[config.mk]
export PLATFORM = sky130hd
export DESIGN_NAME = bus_arbiter2
export DESIGN_NICKNAME = d
export VERILOG_FILES = /design/src/rtl/bus_pkg.sv /design/src/rtl/rr_arb2.sv /design/src/rtl/bus_arbiter2.sv
export SDC_FILE = /design/constraint.sdc
export NUM_CORES = 1
export LEC_CHECK = 0
export ABC_CLOCK_PERIOD_IN_PS = 2710
export CAP_MARGIN = 20
export CORE_AREA = 2 2 91 93
export CTS_CLUSTER_SIZE = 10
export DETAILED_ROUTE_END_ITERATION = 6
export DIE_AREA = 0 0 93 95
export HOLD_SLACK_MARGIN = 0.15
export PLACE_DENSITY = 0.79
export SETUP_SLACK_MARGIN = 0.4
export SLEW_MARGIN = 20
export SYNTH_ARGS = -nofsm -noshare
export SYNTH_HDL_FRONTEND = slang
export SYNTH_SLANG_ARGS = --single-unit
export TNS_END_PERCENT = 30
[constraint.sdc]
create_clock -name clock -period 2.71 [get_ports clock]
set_input_delay 0.271 -clock clock [delete_from_list [all_inputs] [get_ports clock]]
set_output_delay 0.271 -clock clock [all_outputs]
set_load 0.005 [all_outputs]
[src/rtl/bus_pkg.sv]
// Shared definitions for the two-master bus arbiter.
//   ADDR_W / LEN_W / DATA_W : bus field widths
//   arb_state_t             : arbiter FSM states
//   beats()                 : burst beat count, a length of 0 means one beat
package bus_pkg;

  localparam int ADDR_W = 4;
  localparam int LEN_W  = 4;
  localparam int DATA_W = 32;

  typedef enum logic [1:0] {
    IDLE,
    CMD,
    WRITE,
    READ
  } arb_state_t;

  function automatic logic [LEN_W-1:0] beats(input logic [LEN_W-1:0] length);
    return (length == '0) ? LEN_W'(1) : length;
  endfunction

endpackage

[src/rtl/rr_arb2.sv]
// Two-way round-robin grant selector with its own last-grant pointer.
//   clock, reset : rising-edge clock, synchronous active-high reset
//   i_req[1:0]   : request per requester
//   i_load       : commit the current grant into the last-grant pointer
//   o_grant[1:0] : one-hot grant (all zero when nobody requests)
module rr_arb2 (
  input  logic       clock,
  input  logic       reset,
  input  logic [1:0] i_req,
  input  logic       i_load,
  output logic [1:0] o_grant
);

  logic r_last;  // index of the requester granted most recently

  // NOTE: every output of an always_comb gets a default first so no path
  // leaves it unassigned, which would infer a latch.
  always_comb begin
    o_grant = 2'b00;
    case (i_req)
      2'b01:   o_grant = 2'b01;
      2'b10:   o_grant = 2'b10;
      2'b11:   o_grant = r_last ? 2'b01 : 2'b10;  // favour the one not served last
      default: o_grant = 2'b00;
    endcase
  end

  // NOTE: sequential state is written with non-blocking assignments so every
  // register samples pre-edge values, independent of statement order.
  always_ff @(posedge clock) begin
    if (reset) begin
      r_last <= 1'b1;  // master 0 wins the first tie
    end else if (i_load && (o_grant != 2'b00)) begin
      r_last <= o_grant[1];
    end
  end

endmodule

[src/rtl/bus_arbiter2.sv]
// Two-master arbiter in front of a single bus slave. Grants round-robin and
// holds the grant for a whole burst, so bursts never interleave.
//   clock, reset             : rising-edge clock, synchronous active-high reset
//   io_mN_wr/rd/address/length/wdata (in)  : master N command and write data
//   io_mN_ready (out)        : slave ready, only while N owns CMD/WRITE
//   io_mN_rddatavalid (out)  : read beat valid, only while N owns a read burst
//   io_mN_rdata (out)        : slave read data, broadcast
//   io_mN_grant (out)        : master N owns the bus
//   io_s_* (out)             : command/write path to the slave
//   io_s_ready/rddatavalid/rdata (in) : slave responses
module bus_arbiter2
  import bus_pkg::*;
(
  input  logic              clock,
  input  logic              reset,
  input  logic              io_m0_wr,
  input  logic              io_m0_rd,
  input  logic [ADDR_W-1:0] io_m0_address,
  input  logic [LEN_W-1:0]  io_m0_length,
  input  logic [DATA_W-1:0] io_m0_wdata,
  output logic              io_m0_ready,
  output logic              io_m0_rddatavalid,
  output logic [DATA_W-1:0] io_m0_rdata,
  output logic              io_m0_grant,
  input  logic              io_m1_wr,
  input  logic              io_m1_rd,
  input  logic [ADDR_W-1:0] io_m1_address,
  input  logic [LEN_W-1:0]  io_m1_length,
  input  logic [DATA_W-1:0] io_m1_wdata,
  output logic              io_m1_ready,
  output logic              io_m1_rddatavalid,
  output logic [DATA_W-1:0] io_m1_rdata,
  output logic              io_m1_grant,
  output logic              io_s_wr,
  output logic              io_s_rd,
  output logic [ADDR_W-1:0] io_s_address,
  output logic [LEN_W-1:0]  io_s_length,
  output logic [DATA_W-1:0] io_s_wdata,
  input  logic              io_s_ready,
  input  logic              io_s_rddatavalid,
  input  logic [DATA_W-1:0] io_s_rdata
);

  arb_state_t        r_state, w_state_nxt;
  logic              r_owner, w_owner_nxt;
  logic [LEN_W-1:0]  r_cnt,   w_cnt_nxt;

  logic [1:0]        w_req;
  logic [1:0]        w_arb_grant;
  logic              w_own_wr;
  logic              w_own_rd;
  logic [ADDR_W-1:0] w_own_address;
  logic [LEN_W-1:0]  w_own_length;
  logic [DATA_W-1:0] w_own_wdata;
  logic [LEN_W-1:0]  w_beats;
  logic              w_busy;
  logic              w_wr_phase;

  assign w_req = {io_m1_wr | io_m1_rd, io_m0_wr | io_m0_rd};

  rr_arb2 u_rr_arb2 (
    .clock   (clock),
    .reset   (reset),
    .i_req   (w_req),
    .i_load  (r_state == IDLE),
    .o_grant (w_arb_grant)
  );

  // Owner's command fields; write wins when both wr and rd are raised.
  assign w_own_wr      = r_owner ? io_m1_wr      : io_m0_wr;
  assign w_own_rd      = (r_owner ? io_m1_rd     : io_m0_rd) & ~w_own_wr;
  assign w_own_address = r_owner ? io_m1_address : io_m0_address;
  assign w_own_length  = r_owner ? io_m1_length  : io_m0_length;
  assign w_own_wdata   = r_owner ? io_m1_wdata   : io_m0_wdata;
  assign w_beats       = beats(w_own_length);

  // State register
  always_ff @(posedge clock) begin
    if (reset) begin
      r_state <= IDLE;
      r_owner <= 1'b0;
      r_cnt   <= '0;
    end else begin
      r_state <= w_state_nxt;
      r_owner <= w_owner_nxt;
      r_cnt   <= w_cnt_nxt;
    end
  end

  // Next-state logic
  always_comb begin
    w_state_nxt = r_state;
    w_owner_nxt = r_owner;
    w_cnt_nxt   = r_cnt;
    case (r_state)
      IDLE: begin
        if (w_arb_grant != 2'b00) begin
          w_state_nxt = CMD;
          w_owner_nxt = w_arb_grant[1];
        end
      end
      CMD: begin
        if (!w_own_wr && !w_own_rd) begin
          w_state_nxt = IDLE;  // owner withdrew before acceptance
        end else if (io_s_ready) begin
          if (w_own_wr) begin
            // The command cycle already carries the first write beat.
            if (w_beats == LEN_W'(1)) begin
              w_state_nxt = IDLE;
            end else begin
              w_state_nxt = WRITE;
              w_cnt_nxt   = w_beats - LEN_W'(1);
            end
          end else begin
            w_state_nxt = READ;
            w_cnt_nxt   = w_beats;
          end
        end
      end
      WRITE: begin
        if (io_s_ready && (r_cnt != '0)) begin
          w_cnt_nxt = r_cnt - LEN_W'(1);
          if (r_cnt == LEN_W'(1)) w_state_nxt = IDLE;
        end
      end
      READ: begin
        if (io_s_rddatavalid && (r_cnt != '0)) begin
          w_cnt_nxt = r_cnt - LEN_W'(1);
          if (r_cnt == LEN_W'(1)) w_state_nxt = IDLE;
        end
      end
      default: w_state_nxt = IDLE;
    endcase
  end

  // Output logic
  assign w_busy     = (r_state != IDLE);
  assign w_wr_phase = (r_state == CMD) || (r_state == WRITE);

  always_comb begin
    io_s_wr      = 1'b0;
    io_s_rd      = 1'b0;
    io_s_address = '0;
    io_s_length  = '0;
    io_s_wdata   = '0;
    case (r_state)
      CMD: begin
        io_s_wr      = w_own_wr;
        io_s_rd      = w_own_rd;
        io_s_address = w_own_address;
        io_s_length  = w_own_length;
        io_s_wdata   = w_own_wdata;
      end
      WRITE: begin
        io_s_wr    = w_own_wr;
        io_s_wdata = w_own_wdata;
      end
      default: ;
    endcase
  end

  assign io_m0_grant       = w_busy && !r_owner;
  assign io_m1_grant       = w_busy &&  r_owner;
  assign io_m0_ready       = w_wr_phase && !r_owner && io_s_ready;
  assign io_m1_ready       = w_wr_phase &&  r_owner && io_s_ready;
  // Read beats outside READ have no owner and are dropped.
  assign io_m0_rddatavalid = (r_state == READ) && !r_owner && io_s_rddatavalid;
  assign io_m1_rddatavalid = (r_state == READ) &&  r_owner && io_s_rddatavalid;
  assign io_m0_rdata       = io_s_rdata;
  assign io_m1_rdata       = io_s_rdata;

endmodule

After elaboration in Yosys (flattened, before gate mapping)
Index checks and enable logic that the tools add are counted.

storage, ports and cells
  logic and storage cells = 82
  bits of input ports = 120
  flip-flop bits (word level) = 8
  output and inout bits = 112

operators by class
  reductions and logical operators = 28
  multiplexer cells = 29
  bitwise operators = 4
  add/subtract/negate cells = 2
  equal/unequal tests = 15

operators by type and width
  operator                                                            count
  32-bit 2-to-1 mux                                                   2
  4-bit 2-to-1 mux                                                    11
  2-bit 2-to-1 mux                                                    9
  1-bit logical AND                                                   14
  4-bit case mux with 3 select lines                                  1
  2-bit != test, second input constant                                5
  2-bit == test, second input constant                                4
  4-bit by 1-bit == test with 1-bit output, second input constant     2
  2-bit case mux with 4 select lines                                  1
  4-bit by 1-bit subtractor with 4-bit output, second input constant  2
  3-bit != test, second input constant                                2
  2-bit case mux with 3 select lines                                  1
  6-bit AND reduction                                                 1
  2-bit by 1-bit == test with 1-bit output, second input constant     2
  4-bit logical NOT                                                   1
  1-bit 2-to-1 mux                                                    4
  4-bit AND reduction                                                 1
  2-bit nonzero test                                                  2
  4-bit nonzero test                                                  1
  1-bit logical NOT                                                   3
  3-bit nonzero test                                                  1
  2-bit logical NOT                                                   1
  1-bit bitwise OR                                                    2
  2-bit AND reduction                                                 1
  4 further kinds                                                     4

Logic depth before layout (Yosys ltp)
Gate-level depths: netlist of run 1.

  word-level depth = 9
  mapped depth = 10
  mapped depth without buffers = 9

By module
From an unflattened synthesis of run 1, not the netlist that was laid out.

second synthesis, totals
  cell total of the unflattened synthesis = 265
  area total of the unflattened synthesis = 2062.0 µm²

by module, submodules not included
  module        area an instance (µm²)  cells each  seq. area each (µm²)  times used
  bus_arbiter2  2000.7                  258         140.1                 1
  rr_arb2       61.3                    7           20.0                  1

Worst setup path after synthesis of run 1
OpenSTA, ideal clock, no wires.

  kind = register -> register
  from = register r_state[0]
  to = register r_cnt[2]
  data required time = 2.586 ns
  path slack = 0.560 ns
  path buffers = 0
  period minus slack after synthesis = 2.150 ns
  arrival = 2.026 ns
  library setup time = 0.124 ns
  cell stages (with the launch flop) = 8
  cell sequence = dfxtp_1 > inv_1 > ha_1 > nor4bb_1 > or4_4 > a2111oi_4 > mux2i_1 > nor2_1

between the ends
  word-level cells in the longest chain between the ends = 3
  elaborated cells on any way between the ends = 11
  classes of those cells = 8 x eq/ne; 1 x mux; 2 x reduce/logical

ends and longest elaborated chain
  element                                                                    line                text
  start: declaration                                                         bus_arbiter2.sv:44  arb_state_t r_state, w_state_nxt;
  start signal: assignment                                                   bus_arbiter2.sv:84  r_state <= w_state_nxt;
  2-bit by 1-bit == test with 1-bit output or 2-bit == test (tied branches)  bus_arbiter2.sv:95  case (r_state)
  3-bit != test (no source line), or another cell as far along               --
  6-bit AND reduction (no source line)                                       --
  end signal: assignment                                                     bus_arbiter2.sv:86  r_cnt <= w_cnt_nxt;
  end: declaration                                                           bus_arbiter2.sv:46  logic [LEN_W-1:0] r_cnt, w_cnt_nxt;

Several ways; a longest one is shown, not always the timed one.
A chain may end at the register's enable or synchronous reset.

Worst setup path in the final report of run 1
  from = register r_state[0]
  to = register r_cnt[3]

The elaborated chain is that of the path after synthesis.

==> results.toml, run 1 <==
[hold_path]
hold_path_class = "register to register"
hold_depth = 1
min_to = "u_rr_arb2.r_last"
hold_start = "u_rr_arb2.r_last"

[power]
internal_power_mw = 1.283
p_leak_nw = 1.117
power.switching_uw = 813.4
switching_share_pct = 38.79
power_frac_clock_pct = 7.0
power_frac_seq_pct = 11.8
ir_drop_uv = 537.5
power_frac_comb_pct = 81.1
power_density_nw_per_um2 = 679.5

[final_layout]
diodes = 0
fin_cells = 434
drive_gt1_share_pct = 7.599
layout_commonest_cell = "clkdlybuf4s50_1"
syn_to_final_growth_pct = 54.32
final_cell_mix = "clkdlybuf4s50_1 (135), mux2i_1 (43), nor2b_1 (41)"
fin_nets = 460
fin_area_sq_um = 3085

[run]
cap_violations = 0

[timing]
period_needed_ns = 2.232
tightest_slew_ns = 0.3797
period_share_pct = 82.35
fmaxAchievable_mhz = 448.1
finalSetupTns_ns = 0
fin_skew_ns = 0.001695
slew_violations = 0
finalWorstSetupSlack_ns = 0.4782
hold_viol_final = 0
rsz0062_at_grt = "yes"
max_slew_margin_pct = 73.97
finalSetupViolCount = 0

[critical_path]
r2r-end = "r_cnt[3]"
crit_arrival_ns = 2.38
critPathMaxFanout = 7
rr_startpoint = "r_state[0]"
crit_path_start_kind = "register"
reg2reg_depth = 8
crit_type = "register to register"
required_ns = 2.86
reg2reg_slack_ns = 0.48
cp-end-kind = "register"

[synth]
syn-num-nets = 389
synth_cells = 260
yosysWarnings = 0
synth-seq-cells = 8
netlist_area_sq_um = 1999
synthTopCellsByArea = "buf_4 (24%), mux2i_1 (22%), nor2b_1 (14%), dfxtp_1 (8.0%), ha_1 (5.6%)"
synthDistinctLibCells = 38
syn_area_per_cell_sq_um = 7.690
yosysTopAreaCell = "buf_4"
synth_top_area_share_pct = 24.03
yosysSeqAreaShare_pct = 8.010

[drt]
num_vias = 1932
wl_mm = 6.362
drtIter0Drc = 28
ant_nets = 0
drc = 0
vias_per_cell = 4.452
wire_per_inst_um = 14.66
drtPass1Iterations = 4

[cts]
cts_tree = "built"
clk-insertion-delay-late_ns = 0.24
cts_sinks = 8
htreeDepth = 1
clkTransAtPathRegs_ns = 0.04
clock_path_buffers = 2
ctsRootBufferMaster = "clkbuf_8"
cts_hold_buffers = 0
cts_buffers = 3

[place]
dpl.cell_count = 430
pre_cts_ws_ns = 0.2298
port_buffers = 135
post_dp_cell_area_sq_um = 2993
place_hpwl_mm = 5.155
gp_congestion = 0.7985

[floorplan]
die_w_um = 93
dieArea_sq_um = 8835
row_count = 33
io_pins = 232
coreArea_sq_um = 7928
dieHeight_um = 95
start_util_pct = 25.22

[grt]
antenna_found_initial = 0
grt_max_degree = 36
grt_util_all_layers_pct = 12.66
overflow = 0
grt_pass1_vias = 1856
grt_pass1_wl_mm = 8.963

[outcome]
outcome = "finished clean"
## layout make-up
| type | instances | area [sq um] |
|---|---|---|
| multi-input combinational | 168 | 1297 |
| fill | 830 | 4842 |
| sequential | 8 | 165.2 |
| clock buffer | 3 | 41.29 |
| tap | 105 | 131.4 |
| timing repair buffer | 141 | 1416 |
| inverter | 9 | 33.78 |
## critical path, cell delays in order (launching register included)
cell	delay, ns
dfxtp_2	0.35
inv_1	0.08
ha_1	0.24
nor4bb_1	0.15
or4_4	0.57
a2111oi_4	0.27
buf_4	0.21
nor2_1	0.06
a211oi_1	0.21
## power groups by stage
stage                     registers, mW  clock network [mW]  logic [mW]
after floorplan                   0.210                   0       0.943
after global placement            0.237                   0        1.60
after detailed placement          0.242                   0        1.63
after CTS                         0.240               0.151        1.65
after global routing              0.255               0.154        1.85
final                             0.248               0.148        1.70
## routing by layer
metal | global-route usage [%] | up-vias | share of wire, % | wire (um)
met5 | 0 | - | 0 | 0
met1 | 13.72 | 884 | 37 | 2372
li1 | - | 954 | - | -
met3 | 3.113 | 26 | 7.4 | 472
met2 | 23.67 | 68 | 53 | 3359
met4 | 4.902 | 0 | 2.5 | 157
## worst max path at each step
stage	from	to	slack (ns)	cells after the start
after detailed placement	io_m0_length[2]	r_cnt[0]	0.23	9
after CTS	r_owner	io_s_wdata[28]	0.40	4
after floorplan	r_state[0]	r_cnt[2]	0.56	7
after global placement	io_m0_length[2]	r_cnt[2]	0.30	9
after global routing	r_owner	io_s_rd	0.37	3
final	r_state[0]	r_cnt[3]	0.48	8
## registers in the layout, indices dropped and copies added (netlist names)
register / cells
r_owner: 1
r_cnt: 4
u_rr_arb2.r_last: 1
r_state: 2
## kinds of logic after synthesis
logic type	after synthesis	share of synthesized area, %
buffers and inverters	84	28.10
multiplexers	44	22.09
AO/OA/AOI/OAI	22	8.448
AND/OR/NAND/NOR	90	26.41
flip-flops	8	8.010
adder cells (fa/ha/maj)	9	5.632
XOR/XNOR	3	1.314
## cells in the mapped netlist, drive strengths merged
master and instances:
clkbuf 4, nand4b 1, o31ai 1, nor2 17
o32a 1, buf 71, dfxtp 8, nand2 5
o21a 1, nor4 1, mux2i 43, or3b 2
ha 9, and3 3, or2 1, mux2 1
nor4b 1, nor4bb 2, a211oi 6, a2111oi 1
xor2 2, nand2b 2, nor3 5, xnor2 1
o32ai 1, and2 1, a211o 1, or4 1
a21oi 6, a311oi 1, nand3 2, o21ai 3
nor2b 44, inv 9, or3 2
## through the flow
step | utilization [%] | hold WS [ns] | power (mW)
5_1_grt | 38.92 | 0.5044 | 2.261
2_1_floorplan | - | 0.4525 | 1.153
6_report | 38.92 | 0.5067 | 2.097
3_3_place_gp | 37.75 | 0.4607 | 1.839
3_5_place_dp | 37.75 | 0.4868 | 1.873
4_1_cts | 38.32 | 0.4996 | 2.044
## repair_timing
item                       4_1_cts  5_1_grt
hold endpoints to repair         0        0
resized for setup                1       13
setup endpoints to repair       10       43
setup buffers                    0        1
pin swaps                        1        1
Power figures use the tool's default switching activity.
==> inputs of run 2 (changes only) <==
--- a/config.mk
+++ b/config.mk
@@ -5,14 +5,13 @@
 export SDC_FILE = /design/constraint.sdc
 export NUM_CORES = 1
 export LEC_CHECK = 0
-export ABC_CLOCK_PERIOD_IN_PS = 2710
+export ABC_CLOCK_PERIOD_IN_PS = 2050
 export CAP_MARGIN = 20
-export CORE_AREA = 2 2 91 93
+export CORE_UTILIZATION = 25
 export CTS_CLUSTER_SIZE = 10
 export DETAILED_ROUTE_END_ITERATION = 6
-export DIE_AREA = 0 0 93 95
 export HOLD_SLACK_MARGIN = 0.15
-export PLACE_DENSITY = 0.79
+export PLACE_DENSITY = 0.8
 export SETUP_SLACK_MARGIN = 0.4
 export SLEW_MARGIN = 20
 export SYNTH_ARGS = -nofsm -noshare
==> constraint.sdc (replaced) <==
create_clock -name clock -period 2.05 [get_ports clock]
set_input_delay 0.205 -clock clock [delete_from_list [all_inputs] [get_ports clock]]
set_output_delay 0.205 -clock clock [all_outputs]
set_load 0.005 [all_outputs]
==> run 2 against run 1 <==
  * The run now ends with negative setup slack left
  * Clock-buffer cell count stayed put
  * Register-to-register slack worse by 0.52 ns
  * Maximum frequency is 6.8% higher
  * Sequential power is 38% higher
  * Sequential cell count is the same
  * Largest cell class is now multi-input gates
==> results.toml, run 2 (same netlist as run 1, synthesis figures left out) <==
[outcome]
outcome = "complete, but fails checks"
violations = "negative setup slack"

[place]
place_hpwl_mm = 5.217
post_dp_cell_area_sq_um = 3127
gp_congestion = 0.8652
port_buffers = 135

[power]
p_leak_nw = 1.635
power_density_nw_per_um2 = 970.0
p_total_mw = 3.465
ir_drop_uv = 598.3

[floorplan]
dieHeight_um = 91.43
start_util_pct = 25.87
die_w_um = 91.43
row_count = 32
coreArea_sq_um = 7727
dieArea_sq_um = 8359
io_pins = 232

[hold_path]
hold_depth = 0
hold_path_class = "input pin to output port"

[grt]
grt_pass1_vias = 2023
grt_max_degree = 25
antenna_found_initial = 0
overflow = 0
grt_util_all_layers_pct = 14.26
grt_pass1_wl_mm = 9.618

[final_layout]
fin_nets = 486
largest_reg_flops = 4
layout_commonest_cell = "clkdlybuf4s50_1"
diodes = 0
top_regs = "r_cnt: 4 flops, r_state: 2 flops"
fin_area_sq_um = 3572
drive_gt1_share_pct = 37.75
final_cell_mix = "clkdlybuf4s50_1 (87), mux2i_1 (32), nor2b_4 (24)"
fillers = 727
syn_to_final_growth_pct = 78.66
largest-register = "r_cnt"

[drt]
wire_per_inst_um = 15.35
wl_mm = 7.013
drc = 0
drtPass1Iterations = 4
num_vias = 2088
ant_nets = 0
drtIter0Drc = 39
vias_per_cell = 4.569

[cts]
clock_path_buffers = 2
cts_tree = "built"
clk-insertion-delay-late_ns = 0.23
cts_buffers = 3
htreeDepth = 1
clkTransAtPathRegs_ns = 0.04
cts_sinks = 8
cts_hold_buffers = 0
ctsRootBufferMaster = "clkbuf_8"

[timing]
slew_violations = 0
fmaxAchievable_mhz = 478.8
period_needed_ns = 2.089
fin_skew_ns = 0.002692
rsz0062_at_grt = "yes"
tightest_slew_ns = 0.3938
max_slew_margin_pct = 73.75
period_share_pct = 101.9
hold_viol_final = 0
finalSetupViolCount = 4
finalWorstSetupSlack_ns = -0.03868

[critical_path]
crit_arrival_ns = 2.18
crit_slowest_cell = "or4_4"
slowest_delay_ns = 0.56
reg2reg_depth = 7
cp-end-kind = "register"
required_ns = 2.14
crit_family = "simple AND/OR/NAND/NOR gates"
crit_cells = 7
crit_type = "register to register"
worstPathCellList = "inv_4 > ha_4 > nor2b_4 > or4_4 > a2111oi_4 > buf_4 > a211oi_2"
critPathBufInv = 2
critPathMaxFanout = 5
crit_path_start_kind = "register"

[run]
cap_violations = 0
==> run 2: cell types whose count changed in the layout (fill, tap and decap cells not counted), moves of 4 or more <==
cell,before,now
mux2i_1,43,32
nor2b_4,0,24
mux2i_2,0,8
buf_2,0,20
dlymetal6s2s_1,0,13
buf_6,2,6
clkbuf_2,0,15
ha_1,8,2
nor2b_1,41,18
buf_12,1,5
buf_4,3,19
clkdlybuf4s50_1,135,87
ha_4,0,5
==> run 2: repair_timing <==
item,4_1_cts,5_1_grt
cloned,0,1
resized for setup,45,159
endpoints found under the setup margin,54,54
setup buffers,5,8
pin swaps,4,6
==> run 2: worst reg2reg max path, delay by kind of cell (launching register included) <==
kind	cells	cell delay, ns
and+or+nand+nor	2	0.67
AOI/OAI and AO/OA	2	0.48
DFF	1	0.37
buffers and inverters	2	0.27
adders and majority gates	1	0.16
==> run 2: area by class of cell <==
type / count / area [sq um] / share of cell area (%)
Clock buffer: 3 / 41.29 / 1.156
Inverter: 9 / 36.28 / 1.016
Multi-Input combinational cell: 168 / 1634 / 45.74
Sequential cell: 8 / 173.9 / 4.869
Tap cell: 102 / 127.6 / 3.573
Timing Repair Buffer: 167 / 1559 / 43.64
==> run 2: final timing paths <==
| path | slack [ns] | end | from |
|---|---|---|---|
| worst max-delay path | -0.04 | r_cnt[0] | r_state[0] |
| worst min-delay path | 0.41 | io_m1_rdata[18] | io_s_rdata[18] |
| worst max register to register | -0.04 | r_cnt[0] | r_state[0] |
| worst min register to register | 0.50 | u_rr_arb2.r_last | u_rr_arb2.r_last |
==> run 2: where the power goes <==
| part | internal [mW] | switching, mW | leakage (nW) |
|---|---|---|---|
| clock | 0.127 | 0.0625 | 0.0216 |
| combinational | 1.78 | 1.15 | 1.55 |
| sequential | 0.236 | 0.107 | 0.0687 |
| total | 2.15 | 1.32 | 1.64 |
==> run 2: per-stage QoR <==
stage / setup slack [ns] / TNS (ns) / util, % / std cells / hold WS, ns
floorplan: 0.08103 / 0 / - / 260 / 0.4142
global placement: -0.1756 / -0.6068 / 40.46 / 440 / 0.4101
detailed placement: -0.2444 / -0.9839 / 40.46 / 440 / 0.4101
CTS: 0.001435 / 0 / 42.68 / 448 / 0.4101
global route: -0.1314 / -0.4141 / 46.23 / 457 / 0.4100
finish: -0.03868 / -0.1232 / 46.23 / 457 / 0.4100
==> run 2: metal layers <==
layer | global-route usage (%) | up-vias | routed length (um)
met1 | 15.86 | 971 | 2589
met4 | 4.894 | 0 | 164
met2 | 26.32 | 89 | 3773
met5 | 0 | - | 0
met3 | 3.266 | 24 | 486
li1 | - | 1004 | -
